--- src/rtl/adder_pkg.sv ---
// Shared constants for the carry-lookahead adder.
//   CLA_GROUP_W     : bits per first-level lookahead group
//   cla_num_groups(): number of groups for a given operand width
package adder_pkg;

  localparam int CLA_GROUP_W = 4;

  function automatic int cla_num_groups(input int width);
    return width / CLA_GROUP_W;
  endfunction

endpackage

--- src/rtl/cla_group4.sv ---
// 4-bit carry-lookahead group.
// Ports:
//   a[3:0], b[3:0] : operand slices
//   c_in           : carry into bit 0 of the group
//   s[3:0]         : sum slice
//   gg, gp         : group generate / group propagate for the next lookahead level
//   c3             : carry into bit 3 (the top group uses it for signed overflow)
module cla_group4
  import adder_pkg::*;
(
  input  logic [CLA_GROUP_W-1:0] a,
  input  logic [CLA_GROUP_W-1:0] b,
  input  logic                   c_in,
  output logic [CLA_GROUP_W-1:0] s,
  output logic                   gg,
  output logic                   gp,
  output logic                   c3
);

  logic [3:0] g;
  logic [3:0] p;
  logic       c1;
  logic       c2;

  assign g = a & b;
  assign p = a ^ b;

  // Every internal carry is a flat sum of products; no carry feeds another.
  assign c1 = g[0] | (p[0] & c_in);
  assign c2 = g[1] | (p[1] & g[0]) | (p[1] & p[0] & c_in);
  assign c3 = g[2] | (p[2] & g[1]) | (p[2] & p[1] & g[0])
            | (p[2] & p[1] & p[0] & c_in);

  assign gg = g[3] | (p[3] & g[2]) | (p[3] & p[2] & g[1])
            | (p[3] & p[2] & p[1] & g[0]);
  assign gp = &p;

  assign s = p ^ {c3, c2, c1, c_in};

endmodule

--- src/rtl/cla_adder.sv ---
// 32-bit (parameterisable) two-level carry-lookahead adder with registered outputs.
// Ports:
//   clk      : rising-edge clock
//   rst_n    : asynchronous active-low reset, clears sum and overflow
//   a, b     : two's-complement operands
//   cin      : carry into bit 0
//   sum      : registered (a + b + cin) mod 2^WIDTH, one cycle latency
//   overflow : registered signed-overflow flag of the same addition
module cla_adder
  import adder_pkg::*;
#(
  parameter int WIDTH = 32
) (
  input  logic             clk,
  input  logic             rst_n,
  input  logic [WIDTH-1:0] a,
  input  logic [WIDTH-1:0] b,
  input  logic             cin,
  output logic [WIDTH-1:0] sum,
  output logic             overflow
);

  localparam int NG = cla_num_groups(WIDTH);

  if ((WIDTH % CLA_GROUP_W) != 0 || WIDTH < 8) begin : g_width_check
    $error("cla_adder: WIDTH must be a multiple of 4 and at least 8");
  end

  logic [NG-1:0]    gg;
  logic [NG-1:0]    gp;
  logic [NG:0]      gc;
  logic [WIDTH-1:0] sum_d;
  logic             c_msb;
  logic             ovf_d;
  logic [WIDTH-1:0] sum_q;
  logic             ovf_q;

  for (genvar gi = 0; gi < NG; gi++) begin : g_grp
    logic c3_w;

    cla_group4 u_grp (
      .a    (a[gi*CLA_GROUP_W +: CLA_GROUP_W]),
      .b    (b[gi*CLA_GROUP_W +: CLA_GROUP_W]),
      .c_in (gc[gi]),
      .s    (sum_d[gi*CLA_GROUP_W +: CLA_GROUP_W]),
      .gg   (gg[gi]),
      .gp   (gp[gi]),
      .c3   (c3_w)
    );

    if (gi == NG-1) begin : g_top
      assign c_msb = c3_w;
    end else begin : g_low
      logic c3_unused;
      assign c3_unused = c3_w;
    end
  end

  // Second-level lookahead: each group carry-in is built as an independent
  // sum of products over (GG, GP, cin); the loops unroll into flat terms.
  always_comb begin
    logic acc;
    logic prop;
    gc    = '0;
    gc[0] = cin;
    for (int k = 0; k < NG; k++) begin
      acc  = gg[k];
      prop = gp[k];
      for (int j = k - 1; j >= 0; j--) begin
        acc  = acc | (prop & gg[j]);
        prop = prop & gp[j];
      end
      gc[k+1] = acc | (prop & cin);
    end
  end

  // Carry into the MSB differs from carry out of it exactly on signed overflow.
  assign ovf_d = c_msb ^ gc[NG];

  always_ff @(posedge clk or negedge rst_n) begin
    if (!rst_n) begin
      sum_q <= '0;
      ovf_q <= 1'b0;
    end else begin
      sum_q <= sum_d;
      ovf_q <= ovf_d;
    end
  end

  assign sum      = sum_q;
  assign overflow = ovf_q;

endmodule

--- config.mk ---
export PLATFORM = sky130hd
export DESIGN_NAME = cla_adder
export DESIGN_NICKNAME = d
export VERILOG_FILES = /design/src/rtl/adder_pkg.sv /design/src/rtl/cla_group4.sv /design/src/rtl/cla_adder.sv
export SDC_FILE = /design/constraint.sdc
export NUM_CORES = 1
export LEC_CHECK = 0
export ABC_AREA = 0
export CELL_PAD_IN_SITES_DETAIL_PLACEMENT = 0
export CELL_PAD_IN_SITES_GLOBAL_PLACEMENT = 1
export CORE_UTILIZATION = 34
export DETAILED_ROUTE_END_ITERATION = 16
export PLACE_DENSITY = 0.83
export REMOVE_ABC_BUFFERS = 1
export SLEW_MARGIN = 20
export SYNTH_ARGS = -nofsm -noshare
export SYNTH_HDL_FRONTEND = slang
export SYNTH_SLANG_ARGS = --single-unit
export TNS_END_PERCENT = 10
--- constraint.sdc ---
create_clock -name clk -period 0.8 [get_ports clk]
set_input_delay 0.16 -clock clk [delete_from_list [all_inputs] [get_ports clk]]
set_output_delay 0.16 -clock clk [all_outputs]
set_load 0.05 [all_outputs]
# After elaboration in Yosys (flattened, before gate mapping)
# Index checks and enable logic that the tools add are counted.
dict set report word_totals {
  register_bits 33
  input_bits 67
  elab_cells 319
  output_inout_bits 33
}
dict set report op_classes {
  n_reduce_logical 8
  bitwise_logic 309
}
# operator count
set ops {}
lappend ops {{AND 1 bit} 176}
lappend ops {{bitwise OR 1 bit} 108}
lappend ops {{bitwise XOR 4 bit} 16}
lappend ops {{AND 4 bit} 8}
lappend ops {{AND reduction 4 bit} 8}
lappend ops {{bitwise XOR 1 bit} 1}

# Depth between registers and ports, before layout
dict set report depth {
  word_depth 16
  depth_mapped 11
  depth_no_buf 11
}

# Modules after synthesis
# From an unflattened synthesis, not the netlist that was laid out.
dict set report unflattened {
  hier_cells 247
  hier_area_um2 2616.3
}
# module area_per_inst_um2 instances seq_area_each_um2 cells_per_inst
set by_module_without_submodules {}
lappend by_module_without_submodules {cla_adder 974.7 1 825.8 55}
lappend by_module_without_submodules {{cla_group4 (g_grp[4].u_grp ...)} 206.4 4 0.0 24}
lappend by_module_without_submodules {{cla_group4 (g_grp[0].u_grp ...)} 203.9 4 0.0 24}

# Least setup slack after synthesis
# OpenSTA, ideal clock, no wires.
dict set report synth_timing {
  path_type {input port to flip-flop}
  startpoint {in a[0]}
  endpoint {reg sum_q[29], in the netlist sum[29]}
  cell_stages 11
  arrival_ps 2313
  slack_ps -1639
  path_buffers 0
  required_ps 674
  cell_sequence {ha_1 > a21o_1 > and4_4 > o2111ai_2 > nand2_1 > a21oi_1 > a21boi_1 > a31o_2 > a21o_1 > fa_1 > xor2_1}
}
dict set report synth_between {
  elab_chain_len 9
}
# item line
set synth_rtl {}
lappend synth_rtl {{from (decl)} cla_adder.sv:16} ;# input logic [WIDTH-1:0] a,
lappend synth_rtl {{AND 4 bit} cla_group4.sv:25} ;# assign g = a & b;
lappend synth_rtl {{AND 1 bit} cla_group4.sv:35} ;# | (p[3] & p[2] & p[1] & g[0]);
lappend synth_rtl {{bitwise OR 1 bit} cla_group4.sv:35}
lappend synth_rtl {{AND 1 bit} cla_adder.sv:70} ;# acc = acc | (prop & gg[j]);
lappend synth_rtl {{bitwise OR 1 bit} cla_adder.sv:70}
lappend synth_rtl {{bitwise OR 1 bit (*)} cla_adder.sv:73} ;# gc[k+1] = acc | (prop & cin);
lappend synth_rtl {{AND 1 bit (*)} cla_group4.sv:29} ;# assign c1 = g[0] | (p[0] & c_in);
lappend synth_rtl {{bitwise OR 1 bit (*)} cla_group4.sv:29}
lappend synth_rtl {{bitwise XOR 4 bit (*)} cla_group4.sv:38} ;# assign s = p ^ {c3, c2, c1, c_in};
lappend synth_rtl {{net g_grp[7].u_grp.s[1]} cla_group4.sv:14} ;# output logic [CLA_GROUP_W-1:0] s,
lappend synth_rtl {{to (signal assigned)} cla_adder.sv:85} ;# sum_q <= sum_d;
lappend synth_rtl {{to (decl)} cla_adder.sv:35} ;# logic [WIDTH-1:0] sum_q;
# The timed path passes the listed nets; every way through them passes the cells marked *.

# Final worst setup path
dict set report layout_timing {
  startpoint {in b[13]}
  endpoint {reg sum_q[28], in the netlist sum[28]}
}
dict set report layout_between {
  elab_chain_len 11
}
# item line
set layout_rtl {}
lappend layout_rtl {{from (decl)} cla_adder.sv:17} ;# input logic [WIDTH-1:0] b,
lappend layout_rtl {{AND 4 bit / bitwise XOR 4 bit (equally long branches)} {cla_group4.sv:25, cla_group4.sv:26}}
lappend layout_rtl {{AND 1 bit (on tied branches)} {cla_group4.sv:34, cla_group4.sv:35}}
lappend layout_rtl {{bitwise OR 1 bit / AND 1 bit (equally long branches)} {cla_group4.sv:34, cla_group4.sv:35}}
lappend layout_rtl {{bitwise OR 1 bit} cla_group4.sv:35}
lappend layout_rtl {{AND 1 bit} cla_adder.sv:70}
lappend layout_rtl {{bitwise OR 1 bit (4 in a row)} cla_adder.sv:70}
lappend layout_rtl {{bitwise OR 1 bit (*)} cla_adder.sv:73}
lappend layout_rtl {{bitwise XOR 4 bit (*)} cla_group4.sv:38}
lappend layout_rtl {{net g_grp[7].u_grp.s[0]} cla_group4.sv:14}
# Marks and branches as above.

==> reports/qor.yml <==
synth_mux_area_share_pct: 1.56
min-delay-start: "b[16]"
area_growth_pct: 114
ir_drop_mv: 1.38
ant_nets: 0
initial_core_util_pct: 35.4
tightest_slew_ps: 342
worstSetupPathType: "in2reg"
cts_buffers: 5
synthAdderAreaFrac_pct: 24.9
status: "complete, but fails checks"
async_flop_share_pct: 100
crit_arrival_ps: 2290
syn-cell-area_mm2: 0.00225
core_area_mm2: 0.00635
wirelength_um: 7770
drt_first_pass_iters: 4
finalMaxSlewViolations: 0
gr-total-overflow: 0
synthXorXnorAreaFrac_pct: 7.80
violations: "setup timing"
fin_nets: 510
p_per_area_mw_per_mm2: 1830
synth_compound_area_share_pct: 16.3
dp_hpwl_um: 4910
io_buffers: 99
ios: 100
hp-class: "in2reg"
gp_congestion: 0.817
vias: 2412
die_y_um: 83.3
yosysMostFrequentCell: "dfrtp_1"
fin_tns_setup_ps: -39100
diodes: 0
synth-simple-area-share_pct: 11.4
fmax_mhz: 471
synth-seq-cells: 33
grt_pass1_wl_um: 12200
synthFlopType: "dfrtp_1"
whs_ps: 263
synth_top_area_cell: "dfrtp_1"
cts_tree: "done"
grt_usage_pct: 22.4
hold_depth: 3
synth_area_per_cell_um2: 11.0
min_period_ps: 2120
crit_path_end_kind: "register"
fp-row-count: 29
antenna_found_initial: 0
rsz0062_at_grt: "true"
cts_buffer_depth: 2
cp-start-kind: "input pin"
wl_per_cell_um: 16.2
hold_viol_final: 0
maxCapViolations: 0
path_buf_inv: 3
min_to: "sum[16]"
cpMaxStageDelayCell: "fa_2"
setup_ws_ps: -1320
ys_top_cells_by_area: "dfrtp_1 37%, ha_1 18%, fa_1 7.1%, xnor2_1 3.9%, xor2_1 3.9%"
htreeDepth: 2
grt_pass1_vias: 2602
period_share_pct: 265
viasPerCell: 5.03
drc: 0
cpLargestDelayFamily: "adder cells"
synth_cells: 205
synth-edff-count: 0
drive_gt1_share_pct: 59.1
die_w_um: 83.3
postLayoutCoreUtil_pct: 75.6
yosysSeqAreaShare_pct: 36.7
p_leak_nw: 2.21
netlist.area_leader.share_pct: 36.7
cp_max_fo: 2
cts_root_buf: "clkbuf_8"
die_area_mm2: 0.00694
slew_headroom_pct: 77.0
synth_top_family_by_area: "adder cells"
cts_sinks: 33
first_iter_violations: 73
yosys-top-cells-count: "33 x dfrtp_1, 32 x ha_1, 14 x nor2_1"
crit_chain: "buf_6 > ha_4 > buf_6 > nand4_1 > buf_4 > nor4_4 > a21oi_4 > a21boi_2 > a31o_2 > a21o_1 > fa_2"
crit_top_cell: "buf_6"
cp.required_ps: 960
cpPeakStageDelay_ps: 420
synth_cell_types: 39
setup_violations: 64
preCtsSetupSlack_ps: -2210
clkTransAtPathRegs_ps: 70
synth_warnings: 0
grt_max_degree: 34
==> area by class of cell <==
cell class,count,area (um2)
tap,77,96.3
timing repair buffer,191,1910
clock buffer,7,86.3
sequential,33,826
fill,379,1550
inverter,8,30.0
multi-input combinational,164,1860
==> state kept, by name, summed over array words and instances (netlist names) <==
signal / flops
sum: 32
overflow: 1
==> routing by layer <==
layer	vias up	GRT usage (%)	wire length [um]
met4	0	9.56	299
met2	90	41.8	4190
met1	1153	24.2	2950
met5	-	0	0
met3	30	4.57	332
li1	1139	-	-
==> worst min-delay path, stage by stage <==
cell and delay, ps:
buf_2 110, buf_4 110, fa_1 140
==> timing repair <==
item                       in CTS  in global routing
buffers inserted               17                 10
hold buffers                    1                  0
hold endpoints to repair       33                  0
resized for setup             210                 35
setup endpoints to repair      66                 64
pin swaps                      64                 42
==> worst max-delay path by stage <==
stage,start,endpoint,slack (ps),depth (start not counted)
3_5_place_dp,a[0],sum[29],-2210,12
4_1_cts,b[0],sum[29],-1300,12
3_3_place_gp,a[0],sum[29],-2140,12
6_report,b[13],sum[28],-1320,11
2_1_floorplan,a[0],sum[29],-1640,11
5_1_grt,b[13],sum[28],-1410,11
==> through the flow <==
stage	instances	power [W]	cell area, um2
floorplan	205	0.00432	2250
global placement	447	0.00690	4170
detailed placement	447	0.00699	4170
CTS	472	0.00861	4730
global route	480	0.00917	4800
finish	480	0.00879	4800
==> cells by family (layout without fill, tap and decap cells) <==
logic type	count (synthesis)	count (layout)
AOI/OAI and AO/OA	50	50
and+or+nand+nor	51	51
xor gates and xnor gates	20	20
muxes	3	3
DFF	33	33
buffers and inverters	8	206
adders and majority gates	40	40
==> placed cells by master (no fill, tap or decap), types with 6 or more instances in the layout <==
cell / n
clkbuf_8: 6
buf_2: 23
clkdlybuf4s50_1: 16
ha_1: 9
a21o_1: 9
buf_12: 34
ha_4: 20
dlygate4sd2_1: 6
clkbuf_2: 7
xor2_1: 10
nor2_1: 11
xnor2_1: 10
buf_4: 85
dfrtp_1: 33
nand2_1: 9
a21oi_2: 8
buf_6: 11
inv_1: 8
==> power breakdown <==
group          total [W]  internal [W]  switching [W]
Clock            0.00130      0.000683       0.000619
Combinational    0.00516       0.00270        0.00247
Sequential       0.00232       0.00202       0.000299
Note: power is estimated with default switching activity, not from simulation.
